`src/rtl/i2c_slave_responder.sv`:
```
// I2C target at a fixed 7-bit address. It decodes START/STOP and emits each received write byte.
// It fetches read bytes over a req/valid handshake and stretches SCL until each byte is supplied.
module i2c_slave_responder #(
    parameter int                        I2C_ADDR_WIDTH = 7,
    parameter int                        I2C_DATA_WIDTH = 8,
    parameter logic [I2C_ADDR_WIDTH-1:0] SLAVE_ADDR     = 7'h22,
    parameter int                        SYNC_STAGES    = 2
) (
    input  logic                      clk_i,
    input  logic                      rst_i,
    input  logic                      scl_i,
    input  logic                      sda_i,
    output logic                      scl_o,
    output logic                      sda_o,
    output logic                      start_o,
    output logic                      stop_o,
    output logic                      busy_o,
    output logic                      op_o,
    output logic [I2C_DATA_WIDTH-1:0] wr_data_o,
    output logic                      wr_valid_o,
    output logic                      rd_req_o,
    input  logic [I2C_DATA_WIDTH-1:0] rd_data_i,
    input  logic                      rd_valid_i,
    output logic                      rd_nack_o
);

    localparam int NB = (I2C_DATA_WIDTH > I2C_ADDR_WIDTH + 1) ? I2C_DATA_WIDTH : I2C_ADDR_WIDTH + 1;
    localparam int CW = $clog2(NB + 1);
    localparam logic [CW-1:0] ADDR_LAST = CW'(I2C_ADDR_WIDTH);
    localparam logic [CW-1:0] DATA_LAST = CW'(I2C_DATA_WIDTH - 1);

    typedef enum logic [3:0] {
        IDLE, ADDR, ADDR_ACK, WRITE, WRITE_ACK, RD_WAIT, READ, READ_ACKCHK, IGNORE
    } state_t;

    state_t                    state;
    logic [CW-1:0]             bit_cnt;
    logic                      phase_q;
    logic [NB-2:0]             shift_q;
    logic [I2C_DATA_WIDTH-2:0] rd_shift_q;

    logic [SYNC_STAGES-1:0] scl_sync, sda_sync;
    logic scl_d, sda_d, scl_s, sda_s;
    logic scl_rise, scl_fall, start_det, stop_det;

    assign scl_s     = scl_sync[SYNC_STAGES-1];
    assign sda_s     = sda_sync[SYNC_STAGES-1];
    assign scl_rise  = scl_s & ~scl_d;
    assign scl_fall  = ~scl_s & scl_d;
    // SCL must be high on both samples so a simultaneous SCL/SDA move is not taken as a bus condition.
    assign start_det = scl_s & scl_d & sda_d & ~sda_s;
    assign stop_det  = scl_s & scl_d & ~sda_d & sda_s;

    always_ff @(posedge clk_i or posedge rst_i) begin
        if (rst_i) begin
            scl_sync <= '1;
            sda_sync <= '1;
            scl_d    <= 1'b1;
            sda_d    <= 1'b1;
        end else begin
            scl_sync <= {scl_sync[SYNC_STAGES-2:0], scl_i};
            sda_sync <= {sda_sync[SYNC_STAGES-2:0], sda_i};
            scl_d    <= scl_s;
            sda_d    <= sda_s;
        end
    end

    // Read handshake: rd_req_o pulses once per byte. The first cycle in which rd_valid_i is high
    // while waiting consumes rd_data_i, and that can be the cycle of the pulse itself.
    // rd_valid_i is ignored at any other time.
    always_ff @(posedge clk_i or posedge rst_i) begin
        if (rst_i) begin
            state      <= IDLE;
            bit_cnt    <= '0;
            phase_q    <= 1'b0;
            shift_q    <= '0;
            rd_shift_q <= '0;
            scl_o      <= 1'b1;
            sda_o      <= 1'b1;
            start_o    <= 1'b0;
            stop_o     <= 1'b0;
            busy_o     <= 1'b0;
            op_o       <= 1'b0;
            wr_data_o  <= '0;
            wr_valid_o <= 1'b0;
            rd_req_o   <= 1'b0;
            rd_nack_o  <= 1'b0;
        end else begin
            start_o    <= 1'b0;
            stop_o     <= 1'b0;
            wr_valid_o <= 1'b0;
            rd_req_o   <= 1'b0;
            rd_nack_o  <= 1'b0;
            if (stop_det) begin
                state   <= IDLE;
                bit_cnt <= '0;
                phase_q <= 1'b0;
                scl_o   <= 1'b1;
                sda_o   <= 1'b1;
                busy_o  <= 1'b0;
                stop_o  <= 1'b1;
            end else if (start_det) begin
                state   <= ADDR;
                bit_cnt <= '0;
                phase_q <= 1'b0;
                scl_o   <= 1'b1;
                sda_o   <= 1'b1;
                busy_o  <= 1'b1;
                start_o <= 1'b1;
            end else begin
                case (state)
                    ADDR: begin
                        if (scl_rise) begin
                            shift_q <= {shift_q[NB-3:0], sda_s};
                            bit_cnt <= bit_cnt + CW'(1);
                            if (bit_cnt == ADDR_LAST) begin
                                phase_q <= 1'b0;
                                if (shift_q[I2C_ADDR_WIDTH-1:0] == SLAVE_ADDR) begin
                                    op_o  <= sda_s;
                                    state <= ADDR_ACK;
                                end else begin
                                    state <= IGNORE;
                                end
                            end
                        end
                    end
                    ADDR_ACK, WRITE_ACK: begin
                        // First fall starts driving ACK; the fall ending the 9th clock hands the bus back.
                        if (scl_fall) begin
                            if (!phase_q) begin
                                sda_o   <= 1'b0;
                                phase_q <= 1'b1;
                            end else begin
                                phase_q <= 1'b0;
                                bit_cnt <= '0;
                                if (state == WRITE_ACK || !op_o) begin
                                    sda_o <= 1'b1;
                                    state <= WRITE;
                                end else begin
                                    scl_o    <= 1'b0;
                                    rd_req_o <= 1'b1;
                                    state    <= RD_WAIT;
                                end
                            end
                        end
                    end
                    WRITE: begin
                        if (scl_rise) begin
                            shift_q <= {shift_q[NB-3:0], sda_s};
                            bit_cnt <= bit_cnt + CW'(1);
                            if (bit_cnt == DATA_LAST) begin
                                wr_data_o  <= {shift_q[I2C_DATA_WIDTH-2:0], sda_s};
                                wr_valid_o <= 1'b1;
                                phase_q    <= 1'b0;
                                state      <= WRITE_ACK;
                            end
                        end
                    end
                    RD_WAIT: begin
                        if (rd_valid_i) begin
                            rd_shift_q <= rd_data_i[I2C_DATA_WIDTH-2:0];
                            sda_o      <= rd_data_i[I2C_DATA_WIDTH-1];
                            scl_o      <= 1'b1;
                            bit_cnt    <= '0;
                            state      <= READ;
                        end
                    end
                    READ: begin
                        if (scl_fall) begin
                            bit_cnt <= bit_cnt + CW'(1);
                            if (bit_cnt == DATA_LAST) begin
                                sda_o   <= 1'b1;
                                phase_q <= 1'b0;
                                state   <= READ_ACKCHK;
                            end else begin
                                sda_o      <= rd_shift_q[I2C_DATA_WIDTH-2];
                                rd_shift_q <= {rd_shift_q[I2C_DATA_WIDTH-3:0], 1'b1};
                            end
                        end
                    end
                    READ_ACKCHK: begin
                        if (scl_rise && !phase_q) begin
                            if (!sda_s) begin
                                phase_q <= 1'b1;
                            end else begin
                                rd_nack_o <= 1'b1;
                                state     <= IGNORE;
                            end
                        end else if (scl_fall && phase_q) begin
                            phase_q  <= 1'b0;
                            bit_cnt  <= '0;
                            scl_o    <= 1'b0;
                            rd_req_o <= 1'b1;
                            state    <= RD_WAIT;
                        end
                    end
                    default: ;
                endcase
            end
        end
    end

endmodule

```
`config.mk`:
```
export PLATFORM = sky130hd
export DESIGN_NAME = i2c_slave_responder
export DESIGN_NICKNAME = d
export VERILOG_FILES = /design/src/rtl/i2c_slave_responder.sv
export SDC_FILE = /design/constraint.sdc
export NUM_CORES = 1
export LEC_CHECK = 0
export ABC_AREA = 1
export CORE_MARGIN = 4
export CORE_UTILIZATION = 35
export CTS_BUF_LIST = sky130_fd_sc_hd__clkbuf_4 sky130_fd_sc_hd__clkbuf_8
export DETAILED_ROUTE_END_ITERATION = 7
export REMOVE_ABC_BUFFERS = 1
export SYNTH_ARGS = -nofsm -noshare
export SYNTH_HDL_FRONTEND = slang
export SYNTH_SLANG_ARGS = --single-unit
```
`constraint.sdc`:
```
create_clock -name clk_i -period 2.1 [get_ports clk_i]
set_input_delay 0.21 -clock clk_i [delete_from_list [all_inputs] [get_ports clk_i]]
set_output_delay 0.21 -clock clk_i [all_outputs]
set_load 0.01 [all_outputs]
```
==> metrics.log, run 1 <==
INFO  metric outcome = complete, no violations
INFO  metric crit_path_start_kind = flip-flop
INFO  metric avgSynthCellArea = 7.890 um2
INFO  metric final_cells = 407
INFO  metric p_leak = 1.359 nW
INFO  metric min-delay-path-class = in2async
INFO  metric hold_violations = 0
INFO  metric timing.setup.tns = 0 ns
INFO  metric reg2reg_depth = 8
INFO  metric yosys_register_bits = 46
INFO  metric cts.htree.levels = 2
INFO  metric grt_antenna_before_repair = 0
INFO  metric layout_worst_path_cycle_share = 90.27%
INFO  metric floorplan.initialDensity = 36.32%
INFO  metric final.fill_count = 658
INFO  metric ctsHoldBuffers = 0
INFO  metric ios = 30
INFO  metric fin_skew = 0.006416 ns
INFO  metric critPathRequiredTime = 2.32 ns
INFO  metric dp.cells = 399
INFO  metric yosysWarnings = 0
INFO  metric critPathKind = reg2reg
INFO  metric crit-reg2reg-capture = rd_shift_q[1]$_DFFE_PP0P_
INFO  metric yosys-mux-area-fraction = 0%
INFO  metric chip_width = 89.41 um
INFO  metric endpoint_kind = flip-flop
INFO  metric worst_slew_margin_rel = 68.67%
INFO  metric power-per-cell-area = 859.9 nW/um2
INFO  metric die-area = 7994 um2
INFO  metric cts_setup_buffers = 0
INFO  metric vias = 1935
INFO  metric vias_in_the_first_global_route = 1893
INFO  metric post-route-util = 44.40%
INFO  metric synth_adder_area_share = 0.5394%
INFO  metric postRouteAntennaNets = 0
INFO  metric detail_route.first_pass.iterations = 4
INFO  metric grt_pass1_wl = 8.604 mm
INFO  metric diodes = 0
INFO  metric ff2ff_setup_slack = 0.20 ns
INFO  metric tightest_slew = 0.4692 ns
INFO  metric main_combinational_cell_family_by_area_after_synthesis = simple AND/OR/NAND/NOR gates
INFO  metric mean_routed_wirelength_per_cell = 12.25 um
INFO  metric synth_cell_type_count = 28
INFO  metric drc = 0
INFO  metric via_per_inst = 4.754
INFO  metric post_synth_xor_area_fraction = 0.3776%
INFO  metric number_of_i_o_port_buffers = 29
INFO  metric hpwlAfterDp = 3.851 mm
INFO  metric grt_overflow = 0
INFO  metric share_of_cells_above_drive_strength_1 = 11.82%
INFO  metric final_nets = 343
INFO  metric vdd_ir_drop_max = 0.3852 mV
INFO  metric crit_fanout = 14
INFO  metric cts_buffers = 5
INFO  metric max-clock-path-buffers = 2
INFO  metric die_y = 89.41 um
INFO  metric maximum_number_of_pins_on_one_net_before_global_route_repair = 26
INFO  metric fp.coreArea = 6386 um2
INFO  metric placer_congestion_estimate = 0.8990
INFO  metric rsz_0062_raised_after_global_routing = no
INFO  metric syn-instance-count = 294
INFO  metric tritoncts_num_sinks = 46
INFO  metric post_cts_resized = 0
INFO  metric tritoncts = done
INFO  metric clk_pin_slew = 0.09 ns
INFO  metric share_of_the_synthesized_area_in_the_top_cell_type = 40.99%
INFO  metric dr.first_iter.drc_count = 84
INFO  metric clk-insertion-delay-late = 0.30 ns
INFO  metric r2r-start = sda_sync[1]$_DFF_PP1_
INFO  metric setup_viol_count_final = 0
INFO  metric top_post_synthesis_cells_by_area = sky130_fd_sc_hd__dfrtp_1, sky130_fd_sc_hd__nand2_1, sky130_fd_sc_hd__dfstp_2
INFO  metric layout-area-overhead-vs-synth = 22.22%
INFO  metric layout_min_cycle_time = 1.896 ns
INFO  metric groute.usage.overall = 13.86%
INFO  metric max_freq = 0.5275 GHz
INFO  metric cp.arrival = 2.11 ns
INFO  metric synth_area_leader_cell = sky130_fd_sc_hd__dfrtp_1
INFO  metric rows = 29
INFO  metric cts_root_buffer = sky130_fd_sc_hd__clkbuf_8
INFO  metric seq_area_frac_synth = 50.05%
INFO  metric max_cap_violations = 0
INFO  metric synth_area_in_compound_gates = 13.48%
INFO  metric timing_max_transition_violations_final = 0
INFO  metric post_synth_and_or_nand_nor_area_fraction = 27.78%
INFO  metric drt-total-wl = 4.984 mm
INFO  metric mappedNetlistArea = 2320 um2
## cell type report
class                           instances  area [um2]  share of cell area, %
Multi-Input combinational cell        205       978.4                  34.51
Inverter                               36       135.1                  4.766
Sequential cell                        46        1161                  40.95
Tap cell                               77       96.34                  3.398
Clock buffer                            5       68.82                  2.427
Timing Repair Buffer                   35       347.8                  12.27
Clock inverter                          3       47.55                  1.677
## layout by cell type, fill, tap and decap left out, types with 4 or more instances in the layout
master and instances:
sky130_fd_sc_hd__a21oi_1 7, sky130_fd_sc_hd__buf_4 5, sky130_fd_sc_hd__clkbuf_8 5, sky130_fd_sc_hd__clkdlybuf4s50_1 29, sky130_fd_sc_hd__dfrtp_1 38, sky130_fd_sc_hd__dfstp_2 8
sky130_fd_sc_hd__inv_1 33, sky130_fd_sc_hd__nand2_1 86, sky130_fd_sc_hd__nand3_1 9, sky130_fd_sc_hd__nand4_1 7, sky130_fd_sc_hd__nor2_1 29, sky130_fd_sc_hd__nor2_2 4
sky130_fd_sc_hd__o211ai_1 6, sky130_fd_sc_hd__o21ai_0 33, sky130_fd_sc_hd__o21bai_1 4
## report_power, final
group | switching, mW | internal, mW
Sequential | 0.0781 | 1.05
Clock | 0.316 | 0.363
Combinational | 0.387 | 0.246
## cell usage after synthesis (all sizes together)
cell	number
dfrtp	38
ha	1
nor2	35
nor3	3
o21bai	4
nand2	89
o21ai	37
a31oi	1
nor3b	1
inv	36
o211ai	6
o31ai	1
clkbuf	3
buf	4
dfstp	8
nand4	7
a21oi	7
nand3	12
xor2	1
## stage by stage
step                      hold slack (ns)  cell area, um2  power (mW)  setup slack (ns)
final                              0.2399            2835       2.438            0.2044
after global routing               0.2719            2835       2.618           0.04312
after CTS                          0.2411            2835       2.465            0.1785
after detailed placement           0.3481            2719       1.773            0.1923
after global placement             0.3462            2719       1.772            0.2018
after floorplan                    0.2145            2275       1.557            0.4591
## layer usage
layer	share of wire [%]	vias up	GRT usage (%)
met5	0	-	0
met4	1.4	0	4.601
met1	48	890	18.72
li1	-	1008	-
met3	3.5	6	2.488
met2	47	31	22.44
## state kept, by name, summed over array words and instances, names as in the netlist
signal      cells
bit_cnt         4
busy_o          1
op_o            1
phase_q         1
rd_nack_o       1
rd_req_o        1
rd_shift_q      7
scl_d           1
scl_o           1
scl_sync        2
sda_d           1
sda_o           1
sda_sync        2
shift_q         7
start_o         1
state           4
stop_o          1
wr_data_o       8
wr_valid_o      1
## worst max path at each step
| stage | startpoint | endpoint | slack (ns) | cells after the start |
|---|---|---|---|---|
| after floorplan | state[0]$_DFFE_PP0P_ | bit_cnt[2]$_DFFE_PP0P_ | 0.46 | 10 |
| after global placement | sda_sync[1]$_DFF_PP1_ | rd_shift_q[5]$_DFFE_PP0P_ | 0.20 | 8 |
| after detailed placement | sda_sync[1]$_DFF_PP1_ | rd_shift_q[5]$_DFFE_PP0P_ | 0.19 | 8 |
| after CTS | sda_sync[1]$_DFF_PP1_ | rd_shift_q[2]$_DFFE_PP0P_ | 0.18 | 8 |
| after global routing | scl_sync[1]$_DFF_PP1_ | bit_cnt[1]$_DFFE_PP0P_ | 0.04 | 10 |
| final | sda_sync[1]$_DFF_PP1_ | rd_shift_q[1]$_DFFE_PP0P_ | 0.20 | 8 |
## cell families (layout without fill, tap and decap cells)
family / Yosys count / count (layout)
xor+xnor: 1 / 1
simple gates: 147 / 147
compound gates: 56 / 56
buf+inv: 43 / 79
flops: 46 / 46
fa+ha+maj: 1 / 1
## worst max-delay path, stage by stage (launching register included)
cell	delay, ns
sky130_fd_sc_hd__dfstp_2	0.58
sky130_fd_sc_hd__inv_1	0.12
sky130_fd_sc_hd__nand4_1	0.18
sky130_fd_sc_hd__nand2_2	0.21
sky130_fd_sc_hd__inv_2	0.16
sky130_fd_sc_hd__nand3_2	0.09
sky130_fd_sc_hd__nor2_4	0.26
sky130_fd_sc_hd__o211ai_1	0.13
sky130_fd_sc_hd__o21ai_0	0.09
(Power assumes the default switching activity.)
==> run 2: changes to the inputs <==
==> constraint.sdc (replaced) <==
create_clock -name clk_i -period 2.46 [get_ports clk_i]
set_input_delay 0.246 -clock clk_i [delete_from_list [all_inputs] [get_ports clk_i]]
set_output_delay 0.246 -clock clk_i [all_outputs]
set_load 0.01 [all_outputs]
==> metrics.log, run 2 (same netlist as run 1, synthesis figures left out) <==
INFO  metric outcome = complete, no violations
INFO  metric critical_path.startpoint = sda_sync[1]$_DFF_PP1_
INFO  metric number_of_i_o_port_buffers = 29 (unchanged)
INFO  metric cts_root_buffer = sky130_fd_sc_hd__clkbuf_8
INFO  metric ios = 30 (unchanged)
INFO  metric fin_skew = 0.005317 ns (-0.001098 ns)
INFO  metric critPathKind = reg2reg
INFO  metric cts_setup_buffers = 0 (unchanged)
INFO  metric cp_cell_sequence = inv_1 -> nand4_1 -> nand2_2 -> inv_2 -> nand3_2 -> nor2_4 -> o211ai_1 -> o21ai_0
INFO  metric clockPowerShare = 28.3% (+0.4 points)
INFO  metric final_nets = 340 (-0.87%)
INFO  metric groute.usage.overall = 14.04% (+0.18 points)
INFO  metric crit_fanout = 14 (unchanged)
INFO  metric timing_max_transition_violations_final = 0 (unchanged)
INFO  metric final_common_cell = sky130_fd_sc_hd__nand2_1
INFO  metric chip_width = 89.41 um (unchanged)
INFO  metric min-delay-path-class = in2async
INFO  metric tritoncts = done
INFO  metric timing.critical_path.slowest_cell_delay = 0.58 ns (about the same)
INFO  metric tritoncts_num_sinks = 46 (unchanged)
INFO  metric hold_violations = 0 (unchanged)
INFO  metric post_cts_resized = 0 (unchanged)
INFO  metric ff2ff_setup_slack = 0.52 ns (+0.31 ns)
INFO  metric vias_in_the_first_global_route = 1779 (-6.0%)
INFO  metric switching_power = 0.6600 mW (-16%)
INFO  metric crit_path_start_kind = flip-flop
INFO  metric rows = 29 (unchanged)
INFO  metric layout_setup_ws = 0.5168 ns (+0.3123 ns)
INFO  metric vias = 1933 (-0.10%)
INFO  metric critPathRequiredTime = 2.69 ns (+0.37 ns)
INFO  metric cp.arrival = 2.17 ns (+0.06 ns)
INFO  metric combinational_share_of_power = 24.0% (-2.0 points)
INFO  metric reg2reg_depth = 8 (unchanged)
INFO  metric power_switching_share = 32.12% (+0.052 points)
INFO  metric largestRegisters = wr_data_o (8), rd_shift_q (7), shift_q (7)
INFO  metric tightest_slew = 0.4944 ns (+0.02520 ns)
INFO  metric worst_slew_margin_rel = 66.99% (-1.7 points)
INFO  metric share_of_cells_above_drive_strength_1 = 11.01% (-0.81 points)
INFO  metric p_leak = 1.339 nW (-1.5%)
INFO  metric max-clock-path-buffers = 2 (unchanged)
INFO  metric via_per_inst = 4.785 (+0.64%)
INFO  metric rsz_0062_raised_after_global_routing = no
INFO  metric placer_congestion_estimate = 0.9287 (+3.3%)
INFO  metric power-per-cell-area = 731.2 nW/um2 (-15%)
INFO  metric diodes = 0 (unchanged)
INFO  metric slowest_stage = sky130_fd_sc_hd__dfstp_2
INFO  metric cts_buffers = 5 (unchanged)
INFO  metric grt_antenna_before_repair = 0 (unchanged)
INFO  metric maximum_number_of_pins_on_one_net_before_global_route_repair = 25 (-3.8%)
INFO  metric max_freq = 0.5146 GHz (-2.5%)
INFO  metric share_seq_of_total_power = 47.7% (+1.5 points)
INFO  metric hpwlAfterDp = 3.808 mm (-1.1%)
INFO  metric final.hold.worst_slack = 0.2764 ns (+0.03656 ns)
INFO  metric layout_common_cells = sky130_fd_sc_hd__nand2_1, sky130_fd_sc_hd__dfrtp_1, sky130_fd_sc_hd__inv_1, sky130_fd_sc_hd__o21ai_0
INFO  metric crit_path_end = rd_shift_q[1]$_DFFE_PP0P_
INFO  metric layout-area-overhead-vs-synth = 21.14%
INFO  metric placedInstanceArea = 2696 um2 (-0.83%)
INFO  metric clk-insertion-delay-late = 0.31 ns (about the same)
INFO  metric vdd_ir_drop_max = 0.3330 mV (-14%)
INFO  metric intPower = 1.395 mW (-16%)
INFO  metric crit-reg2reg-capture = rd_shift_q[1]$_DFFE_PP0P_
INFO  metric grt_overflow = 0 (unchanged)
INFO  metric largest_register_ffs = 8 (unchanged)
INFO  metric die_y = 89.41 um (unchanged)
INFO  metric final.fill_count = 641 (-2.6%)
INFO  metric clk_pin_slew = 0.08 ns (about the same)
INFO  metric mean_routed_wirelength_per_cell = 12.42 um (+1.4%)
INFO  metric dr.first_iter.drc_count = 152 (+81%)
INFO  metric r2r-start = sda_sync[1]$_DFF_PP1_
INFO  metric layout_min_cycle_time = 1.943 ns (+0.04766 ns)
INFO  metric setup_viol_count_final = 0 (unchanged)
INFO  metric dp_slack = 0.4981 ns (+0.3058 ns)
INFO  metric layout_worst_path_cycle_share = 78.99% (-11 points)
INFO  metric grt_pass1_wl = 8.590 mm (-0.16%)
INFO  metric max_cap_violations = 0 (unchanged)
INFO  metric endpoint_kind = flip-flop
INFO  metric largest_register = wr_data_o
INFO  metric timing.setup.tns = 0 ns (unchanged)
INFO  metric drc = 0 (unchanged)
INFO  metric ctsHoldBuffers = 0 (unchanged)
INFO  metric die-area = 7994 um2 (unchanged)
INFO  metric postRouteAntennaNets = 0 (unchanged)
INFO  metric fp.coreArea = 6386 um2 (unchanged)
INFO  metric cts.htree.levels = 2 (unchanged)
INFO  metric drt-total-wl = 5.018 mm (+0.68%)
INFO  metric final_area = 2810 um2 (-0.88%)
INFO  metric detail_route.first_pass.iterations = 4 (unchanged)
INFO  metric floorplan.initialDensity = 36.32% (unchanged)
==> run 2: cell count changes in the layout (fill, tap and decap cells not counted), sizes merged <==
| cell | before | now |
|---|---|---|
| inv | 38 | 36 |
| clkbuf | 5 | 6 |
| buf | 6 | 3 |
| clkinvlp | 0 | 1 |
==> run 2: stage by stage <==
stage | std cells | power, mW | util (%)
floorplan | 287 | 1.329 | -
global placement | 396 | 1.487 | 42.22
detailed placement | 396 | 1.488 | 42.22
CTS | 404 | 2.076 | 44.00
global route | 404 | 2.200 | 44.00
finish | 404 | 2.055 | 44.00
==> run 2: worst min-delay path by stage <==
stage | depth (start not counted) | to | startpoint | slack, ns
after global routing | 2 | start_o$_DFF_PP0_ | rst_i | 0.32
after global placement | 0 | scl_sync[1]$_DFF_PP1_ | scl_sync[0]$_DFF_PP1_ | 0.35
final | 2 | stop_o$_DFF_PP0_ | rst_i | 0.28
after CTS | 2 | phase_q$_DFFE_PP0P_ | rst_i | 0.29
after floorplan | 0 | scl_sync[0]$_DFF_PP1_ | scl_i | 0.25
after detailed placement | 0 | sda_sync[1]$_DFF_PP1_ | sda_sync[0]$_DFF_PP1_ | 0.35
==> run 2: critical path: cells and delay by family, from the launching register on <==
kind | cells | cell delay (ns)
compound gates | 2 | 0.23
buf+inv | 2 | 0.28
flops | 1 | 0.58
simple gates | 4 | 0.76
==> run 2: cell type report <==
class	count	area [um2]	share of cell area [%]
Sequential cell	46	1161	41.32
Timing Repair Buffer	32	325.3	11.58
Inverter	36	135.1	4.809
Tap cell	77	96.34	3.428
Multi-Input combinational cell	205	978.4	34.82
Clock buffer	6	76.32	2.716
Clock inverter	2	37.54	1.336
==> run 2: power by group through the flow <==
stage          logic (mW)  registers, mW  clock network [mW]
3_3_place_gp        0.495          0.992                   0
4_1_cts             0.496          0.981               0.599
2_1_floorplan       0.344          0.985                   0
3_5_place_dp        0.492          0.996                   0
6_report            0.493          0.980               0.581
5_1_grt             0.572           1.00               0.628
==> run 2: layer usage <==
layer | routed length (um) | global-route usage, % | up-vias | part of all wire (%)
met3 | 238 | 2.212 | 9 | 4.7
li1 | - | - | 1007 | -
met2 | 2313 | 22.24 | 47 | 46
met1 | 2369 | 19.16 | 870 | 47
met5 | 0 | 0 | - | 0
met4 | 97 | 5.683 | 0 | 1.9
==> run 3: changes to the inputs <==
==> constraint.sdc (replaced) <==
create_clock -name clk_i -period 1.6 [get_ports clk_i]
set_input_delay 0.16 -clock clk_i [delete_from_list [all_inputs] [get_ports clk_i]]
set_output_delay 0.16 -clock clk_i [all_outputs]
set_load 0.01 [all_outputs]
==> metrics.log, run 3 (same netlist as run 1, synthesis figures left out) <==
INFO  metric outcome = finished with violations
INFO  metric violations_in_the_final_reports = setup timing
INFO  metric combinational_share_of_power = 30.5% (+6.5 points)
INFO  metric placedInstanceArea = 2937 um2 (+8.9%)
INFO  metric drc = 0 (unchanged)
INFO  metric max_freq = 0.6152 GHz (+20%)
INFO  metric critPathRequiredTime = 1.78 ns (-0.91 ns)
INFO  metric final.fill_count = 625 (-2.5%)
INFO  metric groute.usage.overall = 14.90% (+0.85 points)
INFO  metric cts.htree.levels = 2 (unchanged)
INFO  metric die_y = 89.41 um (unchanged)
INFO  metric vias = 2092 (+8.2%)
INFO  metric post-route-util = 50.86% (+6.9 points)
INFO  metric clk_pin_slew = 0.09 ns (about the same)
INFO  metric critPathKind = reg2reg
INFO  metric dr.first_iter.drc_count = 98 (-36%)
INFO  metric fp.coreArea = 6386 um2 (unchanged)
INFO  metric drt-total-wl = 5.418 mm (+8.0%)
INFO  metric endpoint_kind = flip-flop
INFO  metric tritoncts_num_sinks = 46 (unchanged)
INFO  metric cts_root_buffer = sky130_fd_sc_hd__clkbuf_8
INFO  metric final_area = 3248 um2 (+16%)
INFO  metric total_power = 3.396 mW (+65%)
INFO  metric hold_violations = 0 (unchanged)
INFO  metric critical_path.startpoint = state[3]$_DFFE_PP0P_
INFO  metric timing_max_transition_violations_final = 0 (unchanged)
INFO  metric layout_min_cycle_time = 1.625 ns (-0.3178 ns)
INFO  metric final_common_cell = sky130_fd_sc_hd__nand2_1
INFO  metric vias_in_the_first_global_route = 2112 (+19%)
INFO  metric layout_common_cells = sky130_fd_sc_hd__nand2_1, sky130_fd_sc_hd__buf_4, sky130_fd_sc_hd__dfrtp_1, sky130_fd_sc_hd__inv_1, sky130_fd_sc_hd__clkdlybuf4s50_1
INFO  metric cp_cell_sequence = inv_1 -> nand2_1 -> buf_4 -> nor2_2 -> nand2_1 -> nand2_1 -> nor2_4 -> buf_12 -> o211ai_1 -> o21ai_1
INFO  metric share_seq_of_total_power = 44.0% (-3.7 points)
INFO  metric maximum_number_of_pins_on_one_net_before_global_route_repair = 47 (+88%)
INFO  metric chip_width = 89.41 um (unchanged)
INFO  metric largestRegisters = wr_data_o (8), rd_shift_q (7), shift_q (7)
INFO  metric max-clock-path-buffers = 2 (unchanged)
INFO  metric crit_fanout = 14 (unchanged)
INFO  metric grt_pass1_wl = 9.425 mm (+9.7%)
INFO  metric clk-insertion-delay-late = 0.29 ns (-0.02 ns)
INFO  metric ios = 30 (unchanged)
INFO  metric layout_setup_ws = -0.02540 ns (-0.5422 ns)
INFO  metric hpwlAfterDp = 4.065 mm (+6.8%)
INFO  metric largest_register = wr_data_o
INFO  metric dp_slack = -0.09465 ns (-0.5927 ns)
INFO  metric critPathBufInv = 3 (+1)
INFO  metric share_of_cells_above_drive_strength_1 = 25.89% (+15 points)
INFO  metric worst_slew_margin_rel = 78.62% (+12 points)
INFO  metric grt_antenna_before_repair = 0 (unchanged)
INFO  metric grt_overflow = 0 (unchanged)
INFO  metric slowest_stage = sky130_fd_sc_hd__dfrtp_1
INFO  metric cts_buffers = 5 (unchanged)
INFO  metric tritoncts = done
INFO  metric postRouteAntennaNets = 0 (unchanged)
INFO  metric max_cap_violations = 0 (unchanged)
INFO  metric p_leak = 1.556 nW (+16%)
INFO  metric number_of_i_o_port_buffers = 29 (unchanged)
INFO  metric r2r-start = state[3]$_DFFE_PP0P_
INFO  metric vdd_ir_drop_max = 0.6394 mV (+92%)
INFO  metric fin_skew = 0.006971 ns (+0.001653 ns)
INFO  metric ctsHoldBuffers = 0 (unchanged)
INFO  metric intPower = 2.320 mW (+66%)
INFO  metric cp.arrival = 1.80 ns (-0.37 ns)
INFO  metric power_switching_share = 31.69% (-0.43 points)
INFO  metric detail_route.first_pass.iterations = 5 (+1)
INFO  metric setup_viol_count_final = 11 (+11)
INFO  metric switching_power = 1.076 mW (+63%)
INFO  metric diodes = 0 (unchanged)
INFO  metric layout_worst_path_cycle_share = 101.6% (+23 points)
INFO  metric layout-area-overhead-vs-synth = 40.02%
INFO  metric clockPowerShare = 25.5% (-2.8 points)
INFO  metric crit_path_start_kind = flip-flop
INFO  metric mean_routed_wirelength_per_cell = 12.20 um (-1.8%)
INFO  metric power-per-cell-area = 1046 nW/um2 (+43%)
INFO  metric min-delay-path-class = in2async
INFO  metric placer_congestion_estimate = 0.9065 (-2.4%)
INFO  metric floorplan.initialDensity = 36.32% (unchanged)
INFO  metric largest_register_ffs = 8 (unchanged)
INFO  metric crit_family = simple AND/OR/NAND/NOR gates
INFO  metric die-area = 7994 um2 (unchanged)
INFO  metric rsz_0062_raised_after_global_routing = yes
INFO  metric rows = 29 (unchanged)
INFO  metric critical-path-top-cell-by-count = sky130_fd_sc_hd__nand2_1
INFO  metric timing.critical_path.slowest_cell_delay = 0.42 ns (-0.16 ns)
INFO  metric via_per_inst = 4.712 (-1.5%)
INFO  metric final_nets = 380 (+12%)
INFO  metric tightest_slew = 0.3180 ns (-0.1765 ns)
## run 3: changes by cell type in the layout (fill, tap and decap cells not counted), moves of 3 or more
cell / before / now
sky130_fd_sc_hd__buf_4: 2 / 39
sky130_fd_sc_hd__nor2_4: 2 / 5
sky130_fd_sc_hd__nand2_2: 3 / 9
sky130_fd_sc_hd__nor2_1: 29 / 23
sky130_fd_sc_hd__nand2_1: 86 / 77
sky130_fd_sc_hd__nand2_4: 0 / 3
sky130_fd_sc_hd__nor2_2: 4 / 7
sky130_fd_sc_hd__o21ai_0: 33 / 23
sky130_fd_sc_hd__o21ai_1: 3 / 12
## run 3: cell type report
class | count | area (um2) | share of cell area [%]
tap | 77 | 96.34 | 2.966
timing repair buffer | 72 | 645.6 | 19.88
sequential | 46 | 1161 | 35.75
inverter | 36 | 137.6 | 4.237
clock buffer | 6 | 76.32 | 2.350
multi-input combinational | 205 | 1094 | 33.67
clock inverter | 2 | 37.54 | 1.156
## run 3: worst paths after layout
check | slack (ns) | endpoint | cells after the start
worst max-delay path | -0.03 | rd_shift_q[3]$_DFFE_PP0P_ | 10
worst min-delay path | 0.21 | wr_data_o[6]$_DFFE_PP0P_ | 3
worst max register to register | -0.03 | rd_shift_q[3]$_DFFE_PP0P_ | 10
worst min register to register | 0.36 | scl_sync[1]$_DFF_PP1_ | 0
max in group asynchronous | 1.11 | sda_o$_DFFE_PP1P_ | 3
min in group clk_i | 0.27 | scl_sync[0]$_DFF_PP1_ | 1
## run 3: power groups by stage
stage                     clock network, mW  registers [mW]  logic, mW
final                                 0.867            1.49       1.04
after global routing                  0.938            1.52       1.19
after CTS                             0.904            1.48       1.01
after detailed placement                  0            1.50      0.952
after global placement                    0            1.50      0.938
after floorplan                           0            1.51      0.529
## run 3: repair_timing
action | 4_1_cts | 5_1_grt
pin swaps | 12 | 7
resized for setup | 23 | 19
setup endpoints to repair | 18 | 26
setup buffers | 5 | 3
## run 3: worst min-delay path: stages
cell and delay [ns]:
sky130_fd_sc_hd__clkdlybuf4s50_1 0.41, sky130_fd_sc_hd__inv_2 0.07, sky130_fd_sc_hd__buf_12 0.24
## run 3: metal layers
layer / global-route usage [%] / part of all wire, % / vias up
met2: 25.18 / 47 / 30
met5: 0 / 0 / -
met4: 3.112 / 1.1 / 0
met3: 2.765 / 3.3 / 6
li1: - / - / 1087
met1: 19.95 / 48 / 969
## run 3: metrics by stage
| stage | cells | hold WS, ns | setup TNS (ns) |
|---|---|---|---|
| floorplan | 287 | 0.1645 | -0.2412 |
| global placement | 428 | 0.3460 | -0.1072 |
| detailed placement | 428 | 0.3501 | -0.6978 |
| CTS | 441 | 0.2254 | -0.1556 |
| global route | 444 | 0.2297 | -2.601 |
| finish | 444 | 0.2133 | -0.1346 |
